==> src/rtl/multicycle_control.sv <==
// Control sequencer for the shared single-ALU, single-memory multicycle datapath.
// Core ISA: add, and, or, sub, slt, addi, lw, sw, beq.
//
// State encoding on the debug 'state' port:
//   0 IDLE   1 FETCH  2 DECODE  3 EXEC_R  4 WB_R    5 EXEC_I  6 WB_I
//   7 ADDR   8 MEM_RD 9 WB_MEM  10 MEM_WR 11 BRANCH 12 TRAP
//
// Memory handshake: mem_req is high for every cycle spent in FETCH, MEM_RD or
// MEM_WR. An access completes at the first rising edge where mem_req=1 and
// mem_ready=1; mem_ready is ignored whenever mem_req=0. An access that has
// not completed after MEM_TIMEOUT consecutive not-ready cycles traps
// (cause 10). MEM_TIMEOUT must be at least 1.
//
// Moore controls are registered from the next state, so they change cleanly
// on the edge that enters a state. ir_we and pc_we carry the Mealy terms
// (mem_ready in FETCH, zero in BRANCH) and are decoded from the current state.
module multicycle_control #(
  parameter int MEM_TIMEOUT = 255,
  parameter int CNT_W       = 16
) (
  input  logic             clk,
  input  logic             rst,
  input  logic [31:0]      ins,
  input  logic             zero,
  input  logic             mem_ready,
  output logic             mem_req,
  output logic             mem_we,
  output logic             iord,
  output logic             ir_we,
  output logic             pc_we,
  output logic [1:0]       pc_src,
  output logic             alu_src_a,
  output logic [1:0]       alu_src_b,
  output logic [3:0]       alu_op,
  output logic             reg_we,
  output logic             reg_dst,
  output logic             mem_to_reg,
  output logic             trap,
  output logic [1:0]       trap_cause,
  output logic [CNT_W-1:0] instr_count,
  output logic [3:0]       state
);

  // Wait counter only ever holds 0 .. MEM_TIMEOUT-1.
  localparam int WAIT_W = $clog2(MEM_TIMEOUT + 1);

  typedef enum logic [3:0] {
    S_IDLE   = 4'd0,
    S_FETCH  = 4'd1,
    S_DECODE = 4'd2,
    S_EXEC_R = 4'd3,
    S_WB_R   = 4'd4,
    S_EXEC_I = 4'd5,
    S_WB_I   = 4'd6,
    S_ADDR   = 4'd7,
    S_MEM_RD = 4'd8,
    S_WB_MEM = 4'd9,
    S_MEM_WR = 4'd10,
    S_BRANCH = 4'd11,
    S_TRAP   = 4'd12
  } state_t;

  localparam logic [3:0] ALU_AND = 4'b0000;
  localparam logic [3:0] ALU_OR  = 4'b0001;
  localparam logic [3:0] ALU_ADD = 4'b0010;
  localparam logic [3:0] ALU_SUB = 4'b0110;
  localparam logic [3:0] ALU_SLT = 4'b0111;

  localparam logic [5:0] OP_RTYPE = 6'b000000;
  localparam logic [5:0] OP_ADDI  = 6'b001000;
  localparam logic [5:0] OP_LW    = 6'b100011;
  localparam logic [5:0] OP_SW    = 6'b101011;
  localparam logic [5:0] OP_BEQ   = 6'b000100;

  localparam logic [5:0] FN_ADD = 6'b100000;
  localparam logic [5:0] FN_AND = 6'b100100;
  localparam logic [5:0] FN_OR  = 6'b100101;
  localparam logic [5:0] FN_SUB = 6'b100010;
  localparam logic [5:0] FN_SLT = 6'b101010;

  localparam logic [1:0] CAUSE_ILLEGAL = 2'b01;
  localparam logic [1:0] CAUSE_TIMEOUT = 2'b10;

  // Registered Moore controls.
  typedef struct packed {
    logic       mem_req;
    logic       mem_we;
    logic       iord;
    logic [1:0] pc_src;
    logic       alu_src_a;
    logic [1:0] alu_src_b;
    logic [3:0] alu_op;
    logic       reg_we;
    logic       reg_dst;
    logic       mem_to_reg;
  } ctrl_t;

  state_t             cur;
  state_t             nxt;
  logic [1:0]         cause_n;
  ctrl_t              ctrl_q;
  logic [WAIT_W-1:0]  wait_cnt;
  logic [CNT_W-1:0]   count_q;
  logic               trap_q;
  logic [1:0]         cause_q;
  logic [5:0]         opcode;
  logic [5:0]         funct;
  logic               in_wait;
  logic               timeout_hit;
  logic               retire;
  logic               unused_ins;

  assign opcode     = ins[31:26];
  assign funct      = ins[5:0];
  // Register fields and immediate are routed by the datapath, not used here.
  assign unused_ins = ^ins[25:6];

  function automatic logic funct_valid(input logic [5:0] fn);
    return (fn == FN_ADD) || (fn == FN_AND) || (fn == FN_OR) ||
           (fn == FN_SUB) || (fn == FN_SLT);
  endfunction

  function automatic logic [3:0] alu_of_funct(input logic [5:0] fn);
    logic [3:0] op;
    case (fn)
      FN_AND:  op = ALU_AND;
      FN_OR:   op = ALU_OR;
      FN_SUB:  op = ALU_SUB;
      FN_SLT:  op = ALU_SLT;
      default: op = ALU_ADD;
    endcase
    return op;
  endfunction

  // Moore control word for a state; fn only matters for EXEC_R.
  function automatic ctrl_t ctrl_for(input state_t s, input logic [5:0] fn);
    ctrl_t c;
    c        = '0;
    c.alu_op = ALU_ADD;
    case (s)
      S_FETCH: begin
        c.mem_req   = 1'b1;
        c.alu_src_b = 2'b01;
      end
      S_DECODE: begin
        c.alu_src_b = 2'b11;
      end
      S_EXEC_R: begin
        c.alu_src_a = 1'b1;
        c.alu_op    = alu_of_funct(fn);
      end
      S_WB_R: begin
        c.reg_we  = 1'b1;
        c.reg_dst = 1'b1;
      end
      S_EXEC_I, S_ADDR: begin
        c.alu_src_a = 1'b1;
        c.alu_src_b = 2'b10;
      end
      S_WB_I: begin
        c.reg_we = 1'b1;
      end
      S_MEM_RD: begin
        c.mem_req = 1'b1;
        c.iord    = 1'b1;
      end
      S_WB_MEM: begin
        c.reg_we     = 1'b1;
        c.mem_to_reg = 1'b1;
      end
      S_MEM_WR: begin
        c.mem_req = 1'b1;
        c.mem_we  = 1'b1;
        c.iord    = 1'b1;
      end
      S_BRANCH: begin
        c.alu_src_a = 1'b1;
        c.alu_op    = ALU_SUB;
        c.pc_src    = 2'b01;
      end
      default: ;
    endcase
    return c;
  endfunction

  assign in_wait     = (cur == S_FETCH) || (cur == S_MEM_RD) || (cur == S_MEM_WR);
  assign timeout_hit = in_wait && !mem_ready &&
                       (wait_cnt == WAIT_W'(MEM_TIMEOUT - 1));
  assign retire      = (nxt == S_FETCH) &&
                       ((cur == S_WB_R) || (cur == S_WB_I) || (cur == S_WB_MEM) ||
                        (cur == S_MEM_WR) || (cur == S_BRANCH));

  // Next-state and trap-cause selection.
  always_comb begin
    nxt     = cur;
    cause_n = 2'b00;
    case (cur)
      S_IDLE: nxt = S_FETCH;
      S_FETCH: begin
        if (mem_ready) begin
          nxt = S_DECODE;
        end else if (timeout_hit) begin
          nxt     = S_TRAP;
          cause_n = CAUSE_TIMEOUT;
        end
      end
      S_DECODE: begin
        if (opcode == OP_RTYPE && funct_valid(funct)) begin
          nxt = S_EXEC_R;
        end else if (opcode == OP_ADDI) begin
          nxt = S_EXEC_I;
        end else if (opcode == OP_LW || opcode == OP_SW) begin
          nxt = S_ADDR;
        end else if (opcode == OP_BEQ) begin
          nxt = S_BRANCH;
        end else begin
          nxt     = S_TRAP;
          cause_n = CAUSE_ILLEGAL;
        end
      end
      S_EXEC_R: nxt = S_WB_R;
      S_WB_R:   nxt = S_FETCH;
      S_EXEC_I: nxt = S_WB_I;
      S_WB_I:   nxt = S_FETCH;
      S_ADDR:   nxt = (opcode == OP_LW) ? S_MEM_RD : S_MEM_WR;
      S_MEM_RD: begin
        if (mem_ready) begin
          nxt = S_WB_MEM;
        end else if (timeout_hit) begin
          nxt     = S_TRAP;
          cause_n = CAUSE_TIMEOUT;
        end
      end
      S_WB_MEM: nxt = S_FETCH;
      S_MEM_WR: begin
        if (mem_ready) begin
          nxt = S_FETCH;
        end else if (timeout_hit) begin
          nxt     = S_TRAP;
          cause_n = CAUSE_TIMEOUT;
        end
      end
      S_BRANCH: nxt = S_FETCH;
      S_TRAP:   nxt = S_TRAP;
      default:  nxt = S_IDLE;
    endcase
  end

  // State, registered controls, wait counter, trap flags and retire counter.
  always_ff @(posedge clk) begin
    if (rst) begin
      cur      <= S_IDLE;
      ctrl_q   <= ctrl_for(S_IDLE, 6'b000000);
      wait_cnt <= '0;
      count_q  <= '0;
      trap_q   <= 1'b0;
      cause_q  <= 2'b00;
    end else begin
      cur    <= nxt;
      ctrl_q <= ctrl_for(nxt, funct);
      // Counts consecutive not-ready cycles inside one wait state; any exit clears it.
      if (in_wait && !mem_ready && (nxt == cur)) begin
        wait_cnt <= wait_cnt + WAIT_W'(1);
      end else begin
        wait_cnt <= '0;
      end
      if (retire) begin
        count_q <= count_q + CNT_W'(1);
      end
      if (nxt == S_TRAP && cur != S_TRAP) begin
        trap_q  <= 1'b1;
        cause_q <= cause_n;
      end
    end
  end

  assign mem_req     = ctrl_q.mem_req;
  assign mem_we      = ctrl_q.mem_we;
  assign iord        = ctrl_q.iord;
  assign pc_src      = ctrl_q.pc_src;
  assign alu_src_a   = ctrl_q.alu_src_a;
  assign alu_src_b   = ctrl_q.alu_src_b;
  assign alu_op      = ctrl_q.alu_op;
  assign reg_we      = ctrl_q.reg_we;
  assign reg_dst     = ctrl_q.reg_dst;
  assign mem_to_reg  = ctrl_q.mem_to_reg;
  assign ir_we       = (cur == S_FETCH) && mem_ready;
  assign pc_we       = ((cur == S_FETCH) && mem_ready) || ((cur == S_BRANCH) && zero);
  assign trap        = trap_q;
  assign trap_cause  = cause_q;
  assign instr_count = count_q;
  assign state       = cur;

endmodule

==> config.mk <==
export PLATFORM = sky130hd
export DESIGN_NAME = multicycle_control
export DESIGN_NICKNAME = d
export VERILOG_FILES = /design/src/rtl/multicycle_control.sv
export SDC_FILE = /design/constraint.sdc
export NUM_CORES = 1
export LEC_CHECK = 0
export ABC_AREA = 1
export BUFFER_PORTS_ARGS = -buffer_cell sky130_fd_sc_hd__buf_2
export CELL_PAD_IN_SITES_DETAIL_PLACEMENT = 1
export CELL_PAD_IN_SITES_GLOBAL_PLACEMENT = 2
export CORE_UTILIZATION = 24
export DETAILED_ROUTE_END_ITERATION = 12
export PLACE_DENSITY = 0.74
export SKIP_LAST_GASP = 1
export SLEW_MARGIN = 10
export SYNTH_ARGS = -nofsm -noshare
export SYNTH_HDL_FRONTEND = slang
export SYNTH_SLANG_ARGS = --single-unit
==> constraint.sdc <==
create_clock -name clk -period 1.85 [get_ports clk]
set_input_delay 0.0925 -clock clk [delete_from_list [all_inputs] [get_ports clk]]
set_output_delay 0.0925 -clock clk [all_outputs]
set_load 0.02 [all_outputs]
# Word level (Yosys, flattened, before mapping)
# Cells that the tools add are included.
dict set report totals {
  regBits 46
  latchBits 0
  ram_bits 0
  romBits 0
  inputBits 36
  out_inout_bits 40
  word_cells 113
  n_memories 0
}
dict set report classes {
  n_addsub 2
  n_mul 0
  n_div 0
  n_lt_le_gt_ge 0
  n_eq_ne 36
  shift 0
  n_mux 28
  n_bitwise 1
  reduce_logical 31
}
# operator n
set op_table {}
lappend op_table {{$eq 6x6->1 const B} 7}
lappend op_table {{$eq 4x4->1 const B} 10}
lappend op_table {{$pmux 4 s9} 1}
lappend op_table {{$eq 4x3->1 const B} 8}
lappend op_table {{$mux 4} 7}
lappend op_table {{$add 16x1->16 const B} 1}
lappend op_table {{$eq 4x2->1 const B} 4}
lappend op_table {{$logic_or 1x1->1} 12}
lappend op_table {{$mux 1} 12}
lappend op_table {{$pmux 3 s4} 1}
lappend op_table {{$reduce_or 3->1} 3}
lappend op_table {{$add 8x1->8 const B} 1}
lappend op_table {{$eq 4x1->1 const B} 2}
lappend op_table {{$eq 8x8->1 const B} 1}
lappend op_table {{$logic_and 1x1->1} 8}
lappend op_table {{$pmux 4 s2} 1}
lappend op_table {{$eq 6x3->1 const B} 1}
lappend op_table {{$eq 6x4->1 const B} 1}
lappend op_table {{$logic_not 6->1} 1}
lappend op_table {{$mux 2} 3}
lappend op_table {{$pmux 2 s3} 1}
lappend op_table {{$reduce_or 2->1} 3}
lappend op_table {{$reduce_or 5->1} 1}
lappend op_table {{$eq 4x4->1} 1}
lappend op_table {{7 further kinds} 7}

# Logic depth before layout (Yosys ltp)
dict set report logic_depth {
  word_depth 12
  depth_mapped 16
  ltp_nobuf 16
}

# Worst setup path after synthesis
# OpenSTA, ideal clock, no wires.
dict set report synth_timing {
  path_type {reg2reg}
  start {register cur[1], in the netlist state[1]}
  end {register count_q[8], in the netlist instr_count[8]}
  t_arrival_ns 1.757
  required_time_ns 1.718
  setup_slack_ns -0.040
  stages_incl_launch_ff 14
  path_buffers 2
  synth_period_minus_slack_ns 1.890
  path_cell_list {dfxtp_1 > buf_2 > nor2_1 > nand3_2 > inv_1 > nor2_1 > nand2_1 > nor2_2 > nand2_4 > nor2_8 > nand3_4 > buf_6 > nand2_1 > a21oi_1}
}
dict set report synth_between {
  elab_chain_len 10
}
# item line
set synth_lines {}
lappend synth_lines {{start: declaration} 98} ;# state_t cur;
lappend synth_lines {{start signal: assignment} 259} ;# cur <= nxt;
lappend synth_lines {{$eq 4x1->1 or $eq 4x4->1 (tied branches)} {186, 197}}
lappend synth_lines {{$logic_or 1x1->1 (2 in series)} 186} ;# assign in_wait = (cur == S_FETCH) || (cur == S_MEM_RD) || (cur == S_MEM_WR);
lappend synth_lines {{$logic_and 1x1->1 (2 in series)} 187} ;# assign timeout_hit = in_wait && !mem_ready &&
lappend synth_lines {{$mux 4} {202, 229, 238}}
lappend synth_lines {{$mux 4, on equally long branches} {236, 200, 227}}
lappend synth_lines {{$pmux 4 s9} 197} ;# case (cur)
lappend synth_lines {{$eq 4x1->1} 189} ;# assign retire = (nxt == S_FETCH) &&
lappend synth_lines {{$logic_and 1x1->1 *} 189}
lappend synth_lines {{end signal: assignment} 268} ;# count_q <= count_q + CNT_W'(1);
lappend synth_lines {{end: declaration} 103} ;# logic [CNT_W-1:0] count_q;
# Mark *: on every way between the ends. The rest lies on a longest branch, timed or not.
# A chain may end at the register's enable or synchronous reset.

# Worst setup path after layout
dict set report layout_timing {
  start {register wait_cnt[0]}
  end {register count_q[5], in the netlist instr_count[5]}
}
dict set report layout_between {
  elab_chain_len 7
}
# item line
set layout_lines {}
lappend layout_lines {{start: declaration} 102} ;# logic [WAIT_W-1:0] wait_cnt;
lappend layout_lines {{start signal: assignment} 263} ;# wait_cnt <= wait_cnt + WAIT_W'(1);
lappend layout_lines {{$eq 8x8->1 *} 188} ;# (wait_cnt == WAIT_W'(MEM_TIMEOUT - 1));
lappend layout_lines {{$logic_and 1x1->1 *} 187}
lappend layout_lines {{$mux 4 *} {202, 229, 238}}
lappend layout_lines {{$mux 4, on equally long branches} {236, 200, 227}}
lappend layout_lines {{$pmux 4 s9 *} 197}
lappend layout_lines {{$eq 4x1->1 *} 189}
lappend layout_lines {{$logic_and 1x1->1 *} 189}
# Marks and branches as above.

==> flow_summary.ini <==
[timing]
fmax_ghz = 0.554
setup_viol_count_final = 0
holdWs_ns = 0.0798
setup_slack_ns = 0.0439
grt_setup_unrepaired = yes
drv_slew = 0
fin_crit_sh_pct = 97.6
period_needed_ns = 1.81
hold_viol_final = 0
fin_worst_skew_ns = 0.0106

[flow_run]
maxCapViolCount = 0

[logic_synthesis]
synth-main-ff-cell = dfxtp_1
muxShareOfSynthArea_pct = 0
ys_seq_elements = 44
yosysTopAreaCellShare_pct = 36.6
ys_types = 34
synth_seq_area_share_pct = 36.6
synth_top_family_by_area = simple AND/OR/NAND/NOR gates
synth_fa_ha_area_share_pct = 1.56
synth-edff-count = 0
synth_area_leader_cell = dfxtp_1
syn_avg_cell_area_um2 = 7.04
synth-warning-count = 0
synth-xor-area-share_pct = 6.55
yosysMostFrequentCell = nand2_1
synth_cells = 342
synth_common_cells = nand2_1, nor2_1, dfxtp_1
async_flop_share_pct = 0
synthesis.area_um2 = 2410
synth.area.top_cells = dfxtp_1, nand2_1, nor2_1
synth_compound_area_share_pct = 6.86
synth-simple-area-share_pct = 38.7

[global_routing]
antenna_found_initial = 0
grt_max_degree = 25
track_usage_pct = 15.3
grt_overflow = 0
grt_pass1_vias = 2543
grt_pass1_wl_um = 12200

[worst_setup_path]
crit_type = flop to flop
required_ns = 2.10
setup.worst_path.end_class = flop
r2r_cells = 15
cp.depth = 15
startpoint_type = flop
crit_top_cell = nand2_1
cpLargestDelayFamily = simple AND/OR/NAND/NOR gates
slowest_delay_ns = 0.34
cpMaxStageDelayCell = dfxtp_2
worstPathCellList = inv_2 -> ha_4 -> inv_2 -> nor2_1 -> nand2_1 -> nand2_1 -> nand2_1 -> nand2_1 -> nand2_1 -> a21oi_2 -> nand2_2 -> clkinv_4 -> clkbuf_16 -> nand4_1 -> a21oi_1
path_max_fanout = 7
critPathArrivalTime_ns = 2.06
path_buf_inv = 4

[floorplan]
chipWidth_um = 102
start_util_pct = 24.7
rows = 36
boundaryPins = 76
fp.dieH_um = 102
dieArea_um2 = 10400
core_um2 = 9730

[drt]
drt_iter0_drc = 61
wirelength_um = 7740
antenna_left = 0
post_drt_wl_per_cell_um = 13.6
vias = 2552
drc = 0
dr.pass1.iters = 4
via_per_inst = 4.49

[layout]
fill_cells = 1245
largest_register_ffs = 16
nets = 475
multi_input_area_um2 = 1410
syn_to_final_growth_pct = 42.9
drive_above_1_share_pct = 33.5
final-seq-area_um2 = 895
final_cell_area_um2 = 3440
n_antenna_cell = 0

[run_status]
status = finished, final reports clean

[clocking]
h-tree-depth = 2
clock_latency_ns = 0.31
cts_tree = done
cts_sinks = 44
cts_buffers = 5
clock_path_buffers = 2
cts.clk_slew.worst_paths_ns = 0.09
cts_hold_buf = 0
cts-root-buf = clkbuf_8

[placement]
io_buffers = 53
post_dp_cell_area_um2 = 3020
dpl.hpwl_um = 5430
gp_congestion = 0.801
pre_cts_slack_ns = -0.0755

[pwr]
irDropWorstVdd_mv = 0.330
power_leakage_nw = 1.55
cellPowerDensity_nw_per_um2 = 961

[hold_path]
hold_path_class = input pin to flop
hold_path_depth = 3
-- report_power, final --
group / total (W) / leakage, nW / switching (W) / internal, W
combinational: 0.00136 / 1.12 / 0.000734 / 0.000631
sequential: 0.00105 / 0.359 / 0.0000455 / 0.00100
clock: 0.000891 / 0.0642 / 0.000359 / 0.000532
total: 0.00331 / 1.55 / 0.00114 / 0.00217
-- area by class of cell --
| type | instances | area share (%) |
|---|---|---|
| Clock buffer | 5 | 2.00 |
| Timing Repair Buffer | 93 | 19.5 |
| Clock inverter | 2 | 1.75 |
| Sequential cell | 44 | 26.0 |
| Inverter | 44 | 5.02 |
| Multi-Input combinational cell | 248 | 40.9 |
| Tap cell | 133 | 4.84 |
-- logic make-up after synthesis --
logic type | after synthesis
flip-flops | 44
buffers and inverters | 54
AND/OR/NAND/NOR | 192
AO/OA/AOI/OAI | 30
adder cells (fa/ha/maj) | 3
other | 1
XOR/XNOR | 18
-- routing by layer --
metal | global-route usage, % | vias to the layer above | wire (um) | share of wire (%)
li1 | - | 1298 | - | -
met1 | 21.0 | 1188 | 3580 | 46
met2 | 24.1 | 55 | 3700 | 48
met3 | 2.67 | 11 | 312 | 4.0
met4 | 5.60 | 0 | 149 | 1.9
met5 | 0 | - | 0 | 0
-- worst min-delay path, delay by kind of cell --
family / cells / cell delay, ns
and+or+nand+nor: 1 / 0.08
AOI/OAI and AO/OA: 1 / 0.06
buffers and inverters: 1 / 0.11
-- cells in the final DEF, fill, tap and decap left out, types with 2 or more instances in the layout --
| master | count |
|---|---|
| nor3b_1 | 2 |
| nand4_1 | 25 |
| dfxtp_1 | 37 |
| nand2_2 | 8 |
| buf_2 | 53 |
| nand3b_1 | 2 |
| dfxtp_2 | 5 |
| ha_1 | 2 |
| clkbuf_8 | 5 |
| nor2_4 | 3 |
| nand3_1 | 15 |
| xor2_1 | 13 |
| a21oi_2 | 2 |
| inv_2 | 4 |
| nand3_4 | 4 |
| nor2_2 | 4 |
| nor3_1 | 7 |
| dfxtp_4 | 2 |
| inv_1 | 38 |
| nand3_2 | 8 |
| buf_4 | 32 |
| nand2_1 | 68 |
| bufinv_16 | 2 |
| conb_1 | 2 |
| a31oi_1 | 2 |
| nor2_1 | 46 |
| buf_12 | 5 |
| a21oi_1 | 19 |
| xnor2_1 | 5 |
-- final timing paths --
check / start / end / slack [ns]
setup reg to reg: wait_cnt[0] / instr_count[5] / 0.04
hold reg to reg: trap / trap / 0.45
setup / recovery: wait_cnt[0] / instr_count[5] / 0.04
hold / removal: ins[0] / alu_op[0] / 0.08
-- timing repair --
item                       CTS  global route
pin swaps                    8            31
buffers inserted             8             4
hold endpoints to repair     0             0
gates resized for setup     10            27
setup endpoints to repair   19            34
gates cloned                 3             2
-- through the flow --
step | total power, W | util, % | TNS (ns) | std cells
after floorplan | 0.00161 | - | 0 | 343
after global placement | 0.00203 | 31.1 | -0.367 | 545
after detailed placement | 0.00203 | 31.1 | -0.979 | 545
after CTS | 0.00316 | 33.9 | 0 | 563
after global routing | 0.00347 | 35.4 | -1.22 | 569
final | 0.00331 | 35.4 | 0 | 569
No activity file was read; power rests on OpenSTA's default activity.
